==> config.mk <==
export PLATFORM = sky130hd
export DESIGN_NAME = seven_seg_scanner
export DESIGN_NICKNAME = d
export VERILOG_FILES = /design/src/rtl/seven_seg_scanner.sv
export SDC_FILE = /design/constraint.sdc
export NUM_CORES = 1
export LEC_CHECK = 0
export CAP_MARGIN = 10
export CORE_MARGIN = 2
export CORE_UTILIZATION = 50
export DETAILED_ROUTE_END_ITERATION = 10
export DONT_BUFFER_PORTS = 1
export GPL_ROUTABILITY_DRIVEN = 0
export PLACE_DENSITY = 0.62
export SYNTH_ARGS = -nofsm -noshare
export SYNTH_HDL_FRONTEND = slang
export SYNTH_SLANG_ARGS = --single-unit
==> constraint.sdc <==
create_clock -name clk -period 4.8 [get_ports clk]
set_clock_uncertainty 0.2 [all_clocks]
set_input_delay 0.96 -clock clk [delete_from_list [all_inputs] [get_ports clk]]
set_output_delay 0.96 -clock clk [all_outputs]
set_load 0.05 [all_outputs]
==> src/rtl/seven_seg_scanner.sv <==
// -----------------------------------------------------------------------------
// seven_seg_scanner
//
// Time-multiplexed hex driver for a bank of 7-segment digits. A level from the
// upstream clock divider arrives on tick_in; each rising edge of that level
// advances the scan to the next digit. Between two driven digits the display
// is held dark for one clock so the previous digit's segments never bleed
// onto the next anode (ghosting guard).
//
// The digit values, decimal points and blank flags are captured into a
// snapshot when scanning starts and again each time the scan wraps back to
// digit 0. A whole frame therefore always shows one coherent value.
//
// All display outputs are decoded from registered state and snapshot only.
// No input reaches an output in the same cycle.
//
// Handshake / timing contract:
//   tick_in is a free-running level, not a valid/ready pair. Only its rising
//   edge (tick_in high now, low on the previous clock) counts. An edge seen
//   while the display is in its dark gap, or while scanning is off, is simply
//   dropped. enable low always wins over an edge.
//
// Parameters:
//   NUM_DIGITS  number of digits scanned (2..8)
//   ACTIVE_LOW  1: an/seg/dp low-active, 0: high-active
//
// Ports:
//   clk         system clock
//   reset       synchronous, active-high reset
//   tick_in     divider output level; rising edge advances the scan
//   enable      1: scan, 0: display dark and index held at 0
//   value       packed hex digits, digit i = value[4i+3:4i], digit 0 = LSD
//   dp_in       decimal point request per digit
//   blank_in    1: digit i dark (anode, segments and dp off)
//   an          anode select, an[i] drives digit i
//   seg         segments {g,f,e,d,c,b,a}
//   dp          decimal point segment
//   digit_idx   digit currently selected
//   frame_done  one-cycle pulse after the scan wraps to digit 0
//   state_dbg   current FSM state (OFF=0, GAP=1, DRIVE=2)
// -----------------------------------------------------------------------------
module seven_seg_scanner #(
  parameter int NUM_DIGITS = 4,
  parameter bit ACTIVE_LOW = 1'b1
) (
  input  logic                            clk,
  input  logic                            reset,
  input  logic                            tick_in,
  input  logic                            enable,
  input  logic [4*NUM_DIGITS-1:0]         value,
  input  logic [NUM_DIGITS-1:0]           dp_in,
  input  logic [NUM_DIGITS-1:0]           blank_in,
  output logic [NUM_DIGITS-1:0]           an,
  output logic [6:0]                      seg,
  output logic                            dp,
  output logic [$clog2(NUM_DIGITS)-1:0]   digit_idx,
  output logic                            frame_done,
  output logic [1:0]                      state_dbg
);

  localparam int IDX_W = $clog2(NUM_DIGITS);
  localparam logic [IDX_W-1:0] LAST_IDX = IDX_W'(NUM_DIGITS - 1);

  typedef enum logic [1:0] {
    ST_OFF   = 2'd0,
    ST_GAP   = 2'd1,
    ST_DRIVE = 2'd2
  } state_e;

  // ---------------------------------------------------------------------------
  // Registers
  // ---------------------------------------------------------------------------
  state_e                    state_q, state_d;
  logic [IDX_W-1:0]          idx_q, idx_d;
  logic                      tick_q;
  logic [4*NUM_DIGITS-1:0]   snap_value_q, snap_value_d;
  logic [NUM_DIGITS-1:0]     snap_dp_q, snap_dp_d;
  logic [NUM_DIGITS-1:0]     snap_blank_q, snap_blank_d;
  logic                      frame_done_q, frame_done_d;

  // Rising edge of the divider level. A level held high produces one edge.
  logic tick_edge;
  assign tick_edge = tick_in & ~tick_q;

  // ---------------------------------------------------------------------------
  // Hex to segment decode, active-high form {g,f,e,d,c,b,a}
  // ---------------------------------------------------------------------------
  function automatic logic [6:0] hex_decode(input logic [3:0] nib);
    logic [6:0] s;
    case (nib)
      4'h0:    s = 7'h3F;
      4'h1:    s = 7'h06;
      4'h2:    s = 7'h5B;
      4'h3:    s = 7'h4F;
      4'h4:    s = 7'h66;
      4'h5:    s = 7'h6D;
      4'h6:    s = 7'h7D;
      4'h7:    s = 7'h07;
      4'h8:    s = 7'h7F;
      4'h9:    s = 7'h6F;
      4'hA:    s = 7'h77;
      4'hB:    s = 7'h7C;
      4'hC:    s = 7'h39;
      4'hD:    s = 7'h5E;
      4'hE:    s = 7'h79;
      default: s = 7'h71;
    endcase
    return s;
  endfunction

  // ---------------------------------------------------------------------------
  // State register
  // ---------------------------------------------------------------------------
  always_ff @(posedge clk) begin
    if (reset) begin
      state_q      <= ST_OFF;
      idx_q        <= '0;
      tick_q       <= 1'b0;
      snap_value_q <= '0;
      snap_dp_q    <= '0;
      snap_blank_q <= '0;
      frame_done_q <= 1'b0;
    end else begin
      state_q      <= state_d;
      idx_q        <= idx_d;
      tick_q       <= tick_in;
      snap_value_q <= snap_value_d;
      snap_dp_q    <= snap_dp_d;
      snap_blank_q <= snap_blank_d;
      frame_done_q <= frame_done_d;
    end
  end

  // ---------------------------------------------------------------------------
  // Next-state logic
  // ---------------------------------------------------------------------------
  always_comb begin
    state_d      = state_q;
    idx_d        = idx_q;
    snap_value_d = snap_value_q;
    snap_dp_d    = snap_dp_q;
    snap_blank_d = snap_blank_q;
    frame_done_d = 1'b0;

    if (!enable) begin
      // Disabling wins over any pending edge and parks the index at 0.
      state_d = ST_OFF;
      idx_d   = '0;
    end else begin
      case (state_q)
        ST_OFF: begin
          state_d      = ST_GAP;
          idx_d        = '0;
          snap_value_d = value;
          snap_dp_d    = dp_in;
          snap_blank_d = blank_in;
        end

        // One dark clock before every digit; edges here are dropped.
        ST_GAP: begin
          state_d = ST_DRIVE;
        end

        ST_DRIVE: begin
          if (tick_edge) begin
            state_d = ST_GAP;
            if (idx_q == LAST_IDX) begin
              // Wrap: start a new frame from a fresh snapshot.
              idx_d        = '0;
              snap_value_d = value;
              snap_dp_d    = dp_in;
              snap_blank_d = blank_in;
              frame_done_d = 1'b1;
            end else begin
              idx_d = idx_q + IDX_W'(1);
            end
          end
        end

        default: begin
          state_d = ST_OFF;
          idx_d   = '0;
        end
      endcase
    end
  end

  // ---------------------------------------------------------------------------
  // Output decode (registered state and snapshot only)
  // ---------------------------------------------------------------------------
  logic [NUM_DIGITS-1:0] an_act;
  logic [6:0]            seg_act;
  logic                  dp_act;
  logic [3:0]            cur_nib;

  assign cur_nib = snap_value_q[{idx_q, 2'b00} +: 4];

  always_comb begin
    an_act  = '0;
    seg_act = '0;
    dp_act  = 1'b0;
    if (state_q == ST_DRIVE && !snap_blank_q[idx_q]) begin
      an_act  = NUM_DIGITS'(1) << idx_q;
      seg_act = hex_decode(cur_nib);
      dp_act  = snap_dp_q[idx_q];
    end
  end

  // Polarity applied last so "inactive" is all-zero in the active-high form.
  assign an         = an_act ^ {NUM_DIGITS{ACTIVE_LOW}};
  assign seg        = seg_act ^ {7{ACTIVE_LOW}};
  assign dp         = dp_act ^ ACTIVE_LOW;
  assign digit_idx  = idx_q;
  assign frame_done = frame_done_q;
  assign state_dbg  = state_q;

endmodule
==> Word-level counts from Yosys, hierarchy flattened <==
Memories as Yosys holds them, arrays and structs flattened.
Index checks and enable logic that the tools add are counted.
{ "word_totals": {"ff_bits": 30, "rom_bits": 112, "inputBits": 28, "output_inout_bits": 17, "n_memories": 1} }
{ "mem_list": {"columns": ["name", "words", "word_bits", "rd", "rd_ports_with_merged_regs", "wr", "line_no", "text"], "rows": [
  ["(no name shown)", 16, 7, 1, 0, 0, "90", "case (nib)"]
]} }
{ "op_classes": {"n_addsub": 1, "magnitude_cmp": 1, "eq_ne": 5, "shifts": 2, "muxes": 22, "bitwise": 9, "n_reduce_logical": 8} }
{ "ops": {"columns": ["operator", "count"], "rows": [
  ["16-bit 2-to-1 mux", 2],
  ["16-bit case mux with 2 select lines", 1],
  ["4-bit 2-to-1 mux", 5],
  ["4-bit case mux with 2 select lines", 2],
  ["16-bit by 5-bit indexed part select with 4-bit output", 1],
  ["7-bit 2-to-1 mux", 1],
  ["7-bit inverter", 1],
  ["2-bit 2-to-1 mux", 3],
  ["1-bit inverter", 6],
  ["2-bit case mux with 3 select lines", 1],
  ["1-bit binary-select mux with 2-bit select", 2],
  ["2-bit == test (second input constant)", 2],
  ["1-bit 2-to-1 mux", 4],
  ["2-bit != test (second input constant)", 2],
  ["4-bit inverter", 1],
  ["2-bit case mux with 2 select lines", 1],
  ["4-bit AND reduction", 1],
  ["4-bit OR reduction", 1],
  ["1-bit by 2-bit << shifter with 4-bit output (first input constant)", 1],
  ["2-bit by 3-bit < comparator with 1-bit output (second input constant)", 1],
  ["2-bit by 1-bit adder with 2-bit output (second input constant)", 1],
  ["2-bit by 1-bit == test with 1-bit output (second input constant)", 1],
  ["2-bit logical NOT", 1],
  ["2-bit AND reduction", 1],
  ["5 further kinds", 5]
]} }

==> Logic depth before layout (Yosys ltp) <==
{ "logic_depth": {"depth_word": 6, "depth_mapped": 7, "depth_no_buf": 6} }

==> Worst setup path before layout <==
No wires, ideal clock.
{ "synth_timing": {"path_kind": "reg2out", "start": "register idx_q[0], in the netlist digit_idx[0]", "end": "output seg[3]", "arrival_time_ps": 2767, "required_ps": 3640, "path_slack_ps": 873, "path_stages_with_launch": 8, "path_cell_list": "dfxtp_1 -> buf_6 -> mux4_1 -> inv_1 -> ha_1 -> nor2_1 -> a211oi_1 -> o21ai_1"} }
{ "synth_between": {"elab_chain_cells": 6, "elab_cells_between_ends": 8} }
{ "synth_lines": {"columns": ["element", "line_no", "text"], "rows": [
  ["start: declaration", "74", "logic [IDX_W-1:0] idx_q, idx_d;"],
  ["start signal: assignment", "125", "idx_q <= idx_d;"],
  ["branches (longest 4 deep; another with memory 16 x 7 bit)", null, null],
  ["7-bit 2-to-1 mux *", "202", "if (state_q == ST_DRIVE && !snap_blank_q[idx_q]) begin"],
  ["7-bit inverter (no line) *", null, null],
  ["end: declaration", "54", "output logic [6:0] seg,"]
]} }
Every way passes the cells marked *. The select of a mux whose other input is x is not followed.

==> Worst setup path after layout <==
{ "layout_timing": {"start": "register idx_q[0], in the netlist digit_idx[0]", "end": "output seg[1]"} }
Same word-level chain as after synthesis.

==> results.md <==
* Outcome: completed
* Final number of hold-violating endpoints at 0
* DIE HEIGHT at 60.5 um
* Total track usage at 0.180
* Max Cap Violations at 0
* Row cnt at 20
* Crit-path max cell delay at 630 ps
* Critical Path RT at 3640 ps
* Switch Pwr at 129 uW
* # placed instances at 202
* Slowest cell on crit path: o211ai_1
* Worst Path Max Fanout at 12
* Area Growth Syn to Fin at 7.67%
* Hpwl dp at 2280 um
* Tightest Pin Transition at 1030 ps
* Endpoints failing setup at 0
* Startpoint types: flip-flop
* VDD IR-drop max at 238 uV
* Cell Int Power at 367 uW
* Crit path DAT at 2820 ps
* R2r setup slk at 2240 ps
* DR vias at 1141
* Num CTS Buffers at 5
* Top Ports at 45
* Setup Fix Bufs, Post-CTS at 0
* Antenna violations before repair at 0
* Port bufs at 0
* Area of the multi-input gates at 918 um2
* Cts repair resizes at 0
* Non-Filler Instances at 210
* Top cells by area, synth: dfxtp_1, mux2i_1, ha_1
* Unrepaired setup endpoints after global routing: false
* Vias in the first global route at 1141
* Later-pin clock latency in the skew report at 310 ps
* Clk buf depth at 2
* Post-synth EDFFs at 0
* Vias/cell at 5.43
* Global-route wire length before repair at 4970 um
* Diode count at 0
* Flop pwr share at 0.552
* DRC viols at 0
* Yosys top cell area share at 0.376
* Post-synth top cells: dfxtp_1, nor2_1, mux2i_1, ha_1
* Endpoint type of the worst setup path: primary output
* Largest net degree at the start of global routing at 27
* Hold buffer count at CTS at 0
* Die extent in x at 60.5 um
* Initial Util at 0.523
* Ys async rst share at 0
* Htree depth at 2
* HP Class: reg -> reg
* FMAX at 0.251 GHz
* Layout cell share with drive strength beyond 1 at 0.120
* Drt pass-1 iters at 4
* Min cycle time layout at 3980 ps
* Final net count at 203
* Crit-path cells: buf_4 -> mux4_1 -> nor2_1 -> o211ai_1
* Filler Cell Count at 293
* Critical path type: reg -> out
* Seq cells post-synth at 30
* DIE AREA at 0.00366 mm2
* Grt ovf at 0
* Comb pwr share at 0.144
* Pins Over Slew Limit at 0
* Power per cell area at 288 mW/mm2
* Final Cycle Share at 0.829
* Synth warnings at 0
* Syn Inst Count at 159
* CTS tree: built
* Library cells used by synthesis at 29
* Initial DRC Count at 54
* Routed Antenna Nets at 0
* Register Area at 601 um2
* Wire per inst at 14.1 um
* Sequential element share of the synthesized area at 0.376
* Clock transition at path regs at 90 ps
* Wirelength, routed at 2960 um
* Clock share of power at 0.304
* Post-synth top area cell: dfxtp_1
* CTS root buffer: clkbuf_4
* Syn nets at 197
* Leak at 0.000681 uW
* Sink Count at 30
* Post-Route Setup TNS at 0 ps
* Core Region at 0.00305 mm2
* Tot Pwr at 496 uW
* Post-synthesis instance area at 0.00160 mm2
* Synth Flop Type: dfxtp_1
* Worst slew margin at 0.313
* Post-Syn Area per Cell at 10.0 um2
* Switching share of power at 0.260
cell usage in the layout, fill, tap and decap left out, drive strengths merged:
master | Yosys | layout
o211ai | 1 | 1
clkinv | 0 | 1
nand2 | 7 | 7
a22oi | 1 | 1
mux2i | 26 | 26
o221ai | 4 | 4
clkbuf | 4 | 7
o22ai | 1 | 1
dfxtp | 30 | 30
buf | 5 | 8
a21oi | 4 | 4
mux4 | 6 | 6
or2 | 1 | 1
nand3b | 2 | 2
or2b | 1 | 1
and2b | 1 | 1
o21ai | 3 | 3
nor2 | 30 | 30
nor2b | 4 | 4
nand2b | 6 | 6
inv | 7 | 7
o22a | 1 | 1
nor4 | 1 | 1
a211oi | 3 | 3
ha | 10 | 10
final timing paths:
kind                                         to             from  cells past startpoint
worst min-delay path            snap_value_q[0]  snap_value_q[0]                      2
worst max register to register     snap_dp_q[0]     digit_idx[0]                      6
worst max-delay path                     seg[1]     digit_idx[0]                      4
worst min register to register  snap_value_q[0]  snap_value_q[0]                      2
worst max-delay path, delay by kind of cell, from the launching register on:
kind                   cells  cell delay, ps
AOI/OAI and AO/OA          1             630
and+or+nand+nor            1             590
muxes                      1             580
DFF                        1             400
buffers and inverters      1             300
logic make-up after synthesis:
kind of cell,after synthesis,share of synthesized area
AO/OA/AOI/OAI,18,0.0791
flip-flops,30,0.376
multiplexers,32,0.257
adder cells (fa/ha/maj),10,0.0783
buffers and inverters,16,0.0540
AND/OR/NAND/NOR,53,0.156
final cells by class:
class                      count  share of cell area
sequential                    30               0.349
multi-input combinational    113               0.534
clock buffer                   7              0.0320
clock inverter                 1             0.00291
timing repair buffer           8              0.0349
inverter                       7              0.0153
tap                           44              0.0320
flip-flops by register name (all words and copies together), names as in the netlist:
name	cells
snap_value_q	16
snap_blank_q	4
snap_dp_q	4
digit_idx	2
state_dbg	2
frame_done	1
tick_q	1
power by group through the flow:
| stage | sequential (uW) | combinational (uW) | clock, uW |
|---|---|---|---|
| 5_1_grt | 275 | 79.9 | 170 |
| 4_1_cts | 274 | 72.4 | 158 |
| 2_1_floorplan | 277 | 65.8 | 0 |
| 3_5_place_dp | 280 | 72.2 | 0 |
| 6_report | 274 | 71.5 | 150 |
| 3_3_place_gp | 279 | 69.1 | 0 |
routing by layer:
| layer | vias to the layer above | part of all wire | track usage |
|---|---|---|---|
| li1 | 572 | - | - |
| met1 | 533 | 0.45 | 0.224 |
| met2 | 32 | 0.48 | 0.306 |
| met3 | 4 | 0.052 | 0.0448 |
| met4 | 0 | 0.012 | 0.0652 |
| met5 | - | 0 | 0 |
per-stage QoR:
| stage | instance area [um2] | worst slack, ps | util | hold WS [ps] |
|---|---|---|---|---|
| 3_5_place_dp | 1660 | 1140 | 0.544 | 278 |
| 5_1_grt | 1720 | 627 | 0.564 | 327 |
| 6_report | 1720 | 822 | 0.564 | 298 |
| 2_1_floorplan | 1600 | 873 | - | 251 |
| 4_1_cts | 1720 | 776 | 0.564 | 302 |
| 3_3_place_gp | 1660 | 1200 | 0.544 | 271 |
Note: power is estimated with default switching activity, not from simulation.
==> edit 1: new RTL, config.mk and constraints unchanged <==
Set the parameter `ACTIVE_LOW` to 1'b0 (it was 1'b1).
--- a/src/rtl/seven_seg_scanner.sv
+++ b/src/rtl/seven_seg_scanner.sv
@@ -42,5 +42,5 @@
 module seven_seg_scanner #(
   parameter int NUM_DIGITS = 4,
-  parameter bit ACTIVE_LOW = 1'b1
+  parameter bit ACTIVE_LOW = 1'b0
 ) (
   input  logic                            clk,
Behaviour: not the same (a bounded check fails within 4 cycles, from zero or initial values and one cycle with reset high).
==> edit 1 against the unedited design <==
  * Synthesized cell count is 1.3% higher
  * Total power is 24% higher
  * Fmax is 6.8% higher
  * Area after synthesis is 2.7% higher
  * Non-clock buffer count is 1 higher
  * Cell area is 6.5% higher
  * Count of clock-buffer cells in the layout is 1 lower
  * Setup slack better by 0.25 ns
  * Sequential power hardly changed
  * Sequential cell count stayed put
  * Combinational power is 7.0% higher
  * Clock power is 75% higher
  * Wire length is 8.4% higher
  * Largest cell class unchanged
  * Largest power group unchanged
==> edit 1: results <==
INSERT INTO impl_metrics (metric_group, metric, value, unit) VALUES
('logic_synthesis', 'ys_types', '30', ''),
('logic_synthesis', 'yosys-top-cells-area', 'sky130_fd_sc_hd__dfxtp_1 37%, sky130_fd_sc_hd__mux2i_1 17%, sky130_fd_sc_hd__ha_1 7.6%', ''),
('grt', 'gr-usage-met2', '0.2994', ''),
('finish', 'signal_buffers', '9', ''),
('finish', 'share_of_cell_area_taken_by_multi_input_logic_gates', '0.5324', ''),
('finish', 'number_of_non_clock_inverters_in_the_layout', '6', ''),
('finish', 'drive_above_1_share', '0.1775', ''),
('logic_synthesis', 'synth.cells.most_frequent', '33 x sky130_fd_sc_hd__nor2_1, 30 x sky130_fd_sc_hd__dfxtp_1, 28 x sky130_fd_sc_hd__mux2i_1', ''),
('drt', 'detailroute.wirelength.met3', '191', 'um'),
('place', 'dpl_wire_length', '2500', 'um'),
('finish', 'multi_input_cells', '116', ''),
('drt', 'postRouteWirelength', '3213', 'um'),
('worst_setup_path', 'cp_max_fo', '9', ''),
('grt', 'grt_pass1_vias', '1088', ''),
('logic_synthesis', 'postSynthNetCount', '199', ''),
('run_status', 'status', 'completed', ''),
('place', 'total_placed_instance_area', '1722', 'um^2'),
('grt', 'wire_length_of_the_first_global_routing_pass', '5043', 'um'),
('finish', 'nonClkBufAreaFrac', '0.03686', ''),
('finish', 'clockNetworkAreaShare', '0.06075', '');
[edit 1: power groups by stage]
stage                     clock network [uW]  registers, uW  logic [uW]
final                                    263            275        76.5
after CTS                                269            275        77.2
after global routing                     282            276        84.5
after global placement                     0            280        74.2
after detailed placement                   0            280        76.8
after floorplan                            0            277        69.6
[edit 1: path summary, 6_finish.rpt]
kind	slack, ns	cells past startpoint	end
setup / recovery	1.08	4	seg[4]
hold / removal	0.30	2	snap_value_q[4]
setup reg to reg	2.17	6	snap_blank_q[3]
hold reg to reg	0.30	2	snap_value_q[4]
[edit 1: cells by family (layout without fill, tap and decap cells)]
family                   after synthesis  in the layout  share of synthesized area
flip-flops                            30             30                     0.3661
XOR/XNOR                               1              1                   0.005340
buffers and inverters                 15             23                    0.04881
multiplexers                          38             38                     0.2876
AND/OR/NAND/NOR                       55             55                     0.1579
AO/OA/AOI/OAI                         12             12                    0.05796
adder cells (fa/ha/maj)               10             10                    0.07628
==> edit 2: new RTL, same settings <==
Without the edit above. Reset style: asynchronous (`reset`), changed in one clocked block. Comments in the files are not updated.
--- a/src/rtl/seven_seg_scanner.sv
+++ b/src/rtl/seven_seg_scanner.sv
@@ -112,5 +112,5 @@
   // State register
   // ---------------------------------------------------------------------------
-  always_ff @(posedge clk) begin
+  always_ff @(posedge clk or posedge reset) begin
     if (reset) begin
       state_q      <= ST_OFF;
Formal check against the unedited RTL: differs if reset is asserted again (counterexample within 4 cycles, from zero or initial values and one cycle with reset high); with reset held inactive, the same outputs for 10 cycles.
==> edit 2 against the unedited design <==
  * Hold slack better by 0.016 ns
  * Utilization up 1.5 points
  * Sequential cell count is the same
  * Via count shrank 7.1%
  * Cell area is 4.4% higher
  * Global-route usage rose by 0.83 points
  * Setup slack got worse by 0.060 ns
  * Area after synthesis grew 4.4%
  * Wire length up 6.6%
Power is not compared: it rests on default switching activity, and its combinational part moved more than twofold at a synthesized area within 25%.
==> edit 2: results <==
INSERT INTO impl_metrics (metric_group, metric, value, unit) VALUES
('run_status', 'status', 'completed', ''),
('worst_setup_path', 'worst-endpoint-arrival', '2.88', 'ns'),
('worst_setup_path', 'slowest_stage', 'sky130_fd_sc_hd__dfrtp_1', ''),
('grt', 'wire_length_of_the_first_global_routing_pass', '5106', 'um'),
('logic_synthesis', 'ys_types', '31', ''),
('drt', 'first_iter_violations', '42', ''),
('logic_synthesis', 'synth.cells.most_frequent', '30 x sky130_fd_sc_hd__dfrtp_1, 24 x sky130_fd_sc_hd__mux2_2, 10 x sky130_fd_sc_hd__ha_1', ''),
('logic_synthesis', 'postSynthNetCount', '170', ''),
('logic_synthesis', 'synth_area', '1668', 'um^2'),
('logic_synthesis', 'postSynth.asyncResetShare', '1.000', ''),
('drt', 'detailroute.wirelength.met3', '220', 'um'),
('drt', 'postRouteWirelength', '3160', 'um'),
('grt', 'grt.total_usage', '0.1888', ''),
('drt', 'routed-via-count', '1060', ''),
('sta', 'worst_slew_margin_rel', '0.2814', ''),
('grt', 'maximum_number_of_pins_on_one_net_before_global_route_repair', '31', ''),
('finish', 'fillerInstances', '295', ''),
('finish', 'drive_above_1_share', '0.3239', ''),
('drt', 'wl_met1', '1327', 'um'),
('worst_setup_path', 'cpPeakStageDelay', '0.90', 'ns'),
('drt', 'met2_wirelength', '1585', 'um'),
('finish', 'antenna_cells_inserted', '0', ''),
('finish', 'final_nets', '179', ''),
('place', 'dpl_wire_length', '2477', 'um'),
('clock_tree', 'cts_buf_count', '5', '');
==> edit 2: cell types whose count changed in the layout (fill, tap and decap cells not counted), sizes merged, moves of 2 or more <==
cell,before,now
dfrtp,0,30
mux2i,26,2
nand2,7,9
mux2,0,24
inv,7,9
dfxtp,30,0
nand2b,6,3
nor3,0,3
nor2,30,4
==> edit 2: final timing paths <==
kind,start,end,slack [ns],cells past startpoint
setup / recovery,digit_idx[1],seg[1],0.76,6
hold / removal,snap_value_q[8],snap_value_q[8],0.31,1
setup reg to reg,digit_idx[1],snap_value_q[9],1.88,5
hold reg to reg,snap_value_q[8],snap_value_q[8],0.31,1
max in group asynchronous,reset,snap_value_q[4],3.16,1
min in group asynchronous,reset,snap_blank_q[0],0.59,1
==> edit 2: cell families (layout without fill, tap and decap cells) <==
kind of cell | after synthesis | in the layout | share of synthesized area
flip-flops | 30 | 30 | 0.4501
multiplexers | 32 | 32 | 0.2618
AND/OR/NAND/NOR | 27 | 27 | 0.08777
adder cells (fa/ha/maj) | 10 | 10 | 0.07502
buffers and inverters | 15 | 25 | 0.04876
AO/OA/AOI/OAI | 18 | 18 | 0.07652
==> edit 2: power by group <==
group          switching, uW  internal [uW]
Sequential              32.3            299
Clock                   83.1           70.9
Combinational            103           92.0
==> edit 2: final cells by class <==
type | instances | share of cell area
clock inverter | 1 | 0.002787
tap | 44 | 0.03066
sequential | 30 | 0.4181
multi-input combinational | 87 | 0.4655
inverter | 9 | 0.01882
timing repair buffer | 8 | 0.03345
clock buffer | 7 | 0.03066
==> edit 2: per-stage QoR <==
stage          power [uW]  instances  utilization  setup slack [ns]
4_1_cts             686.7        186       0.5786            0.7371
3_3_place_gp        522.1        178       0.5593             1.252
2_1_floorplan       493.6        132            -            0.8610
3_5_place_dp        533.1        178       0.5593             1.100
5_1_grt             725.3        186       0.5786            0.6128
6_report            680.6        186       0.5786            0.7613
==> edit 2: worst max-delay path, delay by kind of cell (launching register included) <==
kind	cells	cell delay, ns
AOI/OAI and AO/OA	1	0.43
adders and majority gates	1	0.25
buffers and inverters	1	0.19
DFF	1	0.90
muxes	1	0.51
and+or+nand+nor	2	0.28
==> edit 2: layer usage <==
layer / up-vias / GRT usage
met4: 0 / 0.05471
li1: 487 / -
met3: 4 / 0.07246
met2: 37 / 0.3113
met1: 532 / 0.2331
met5: - / 0
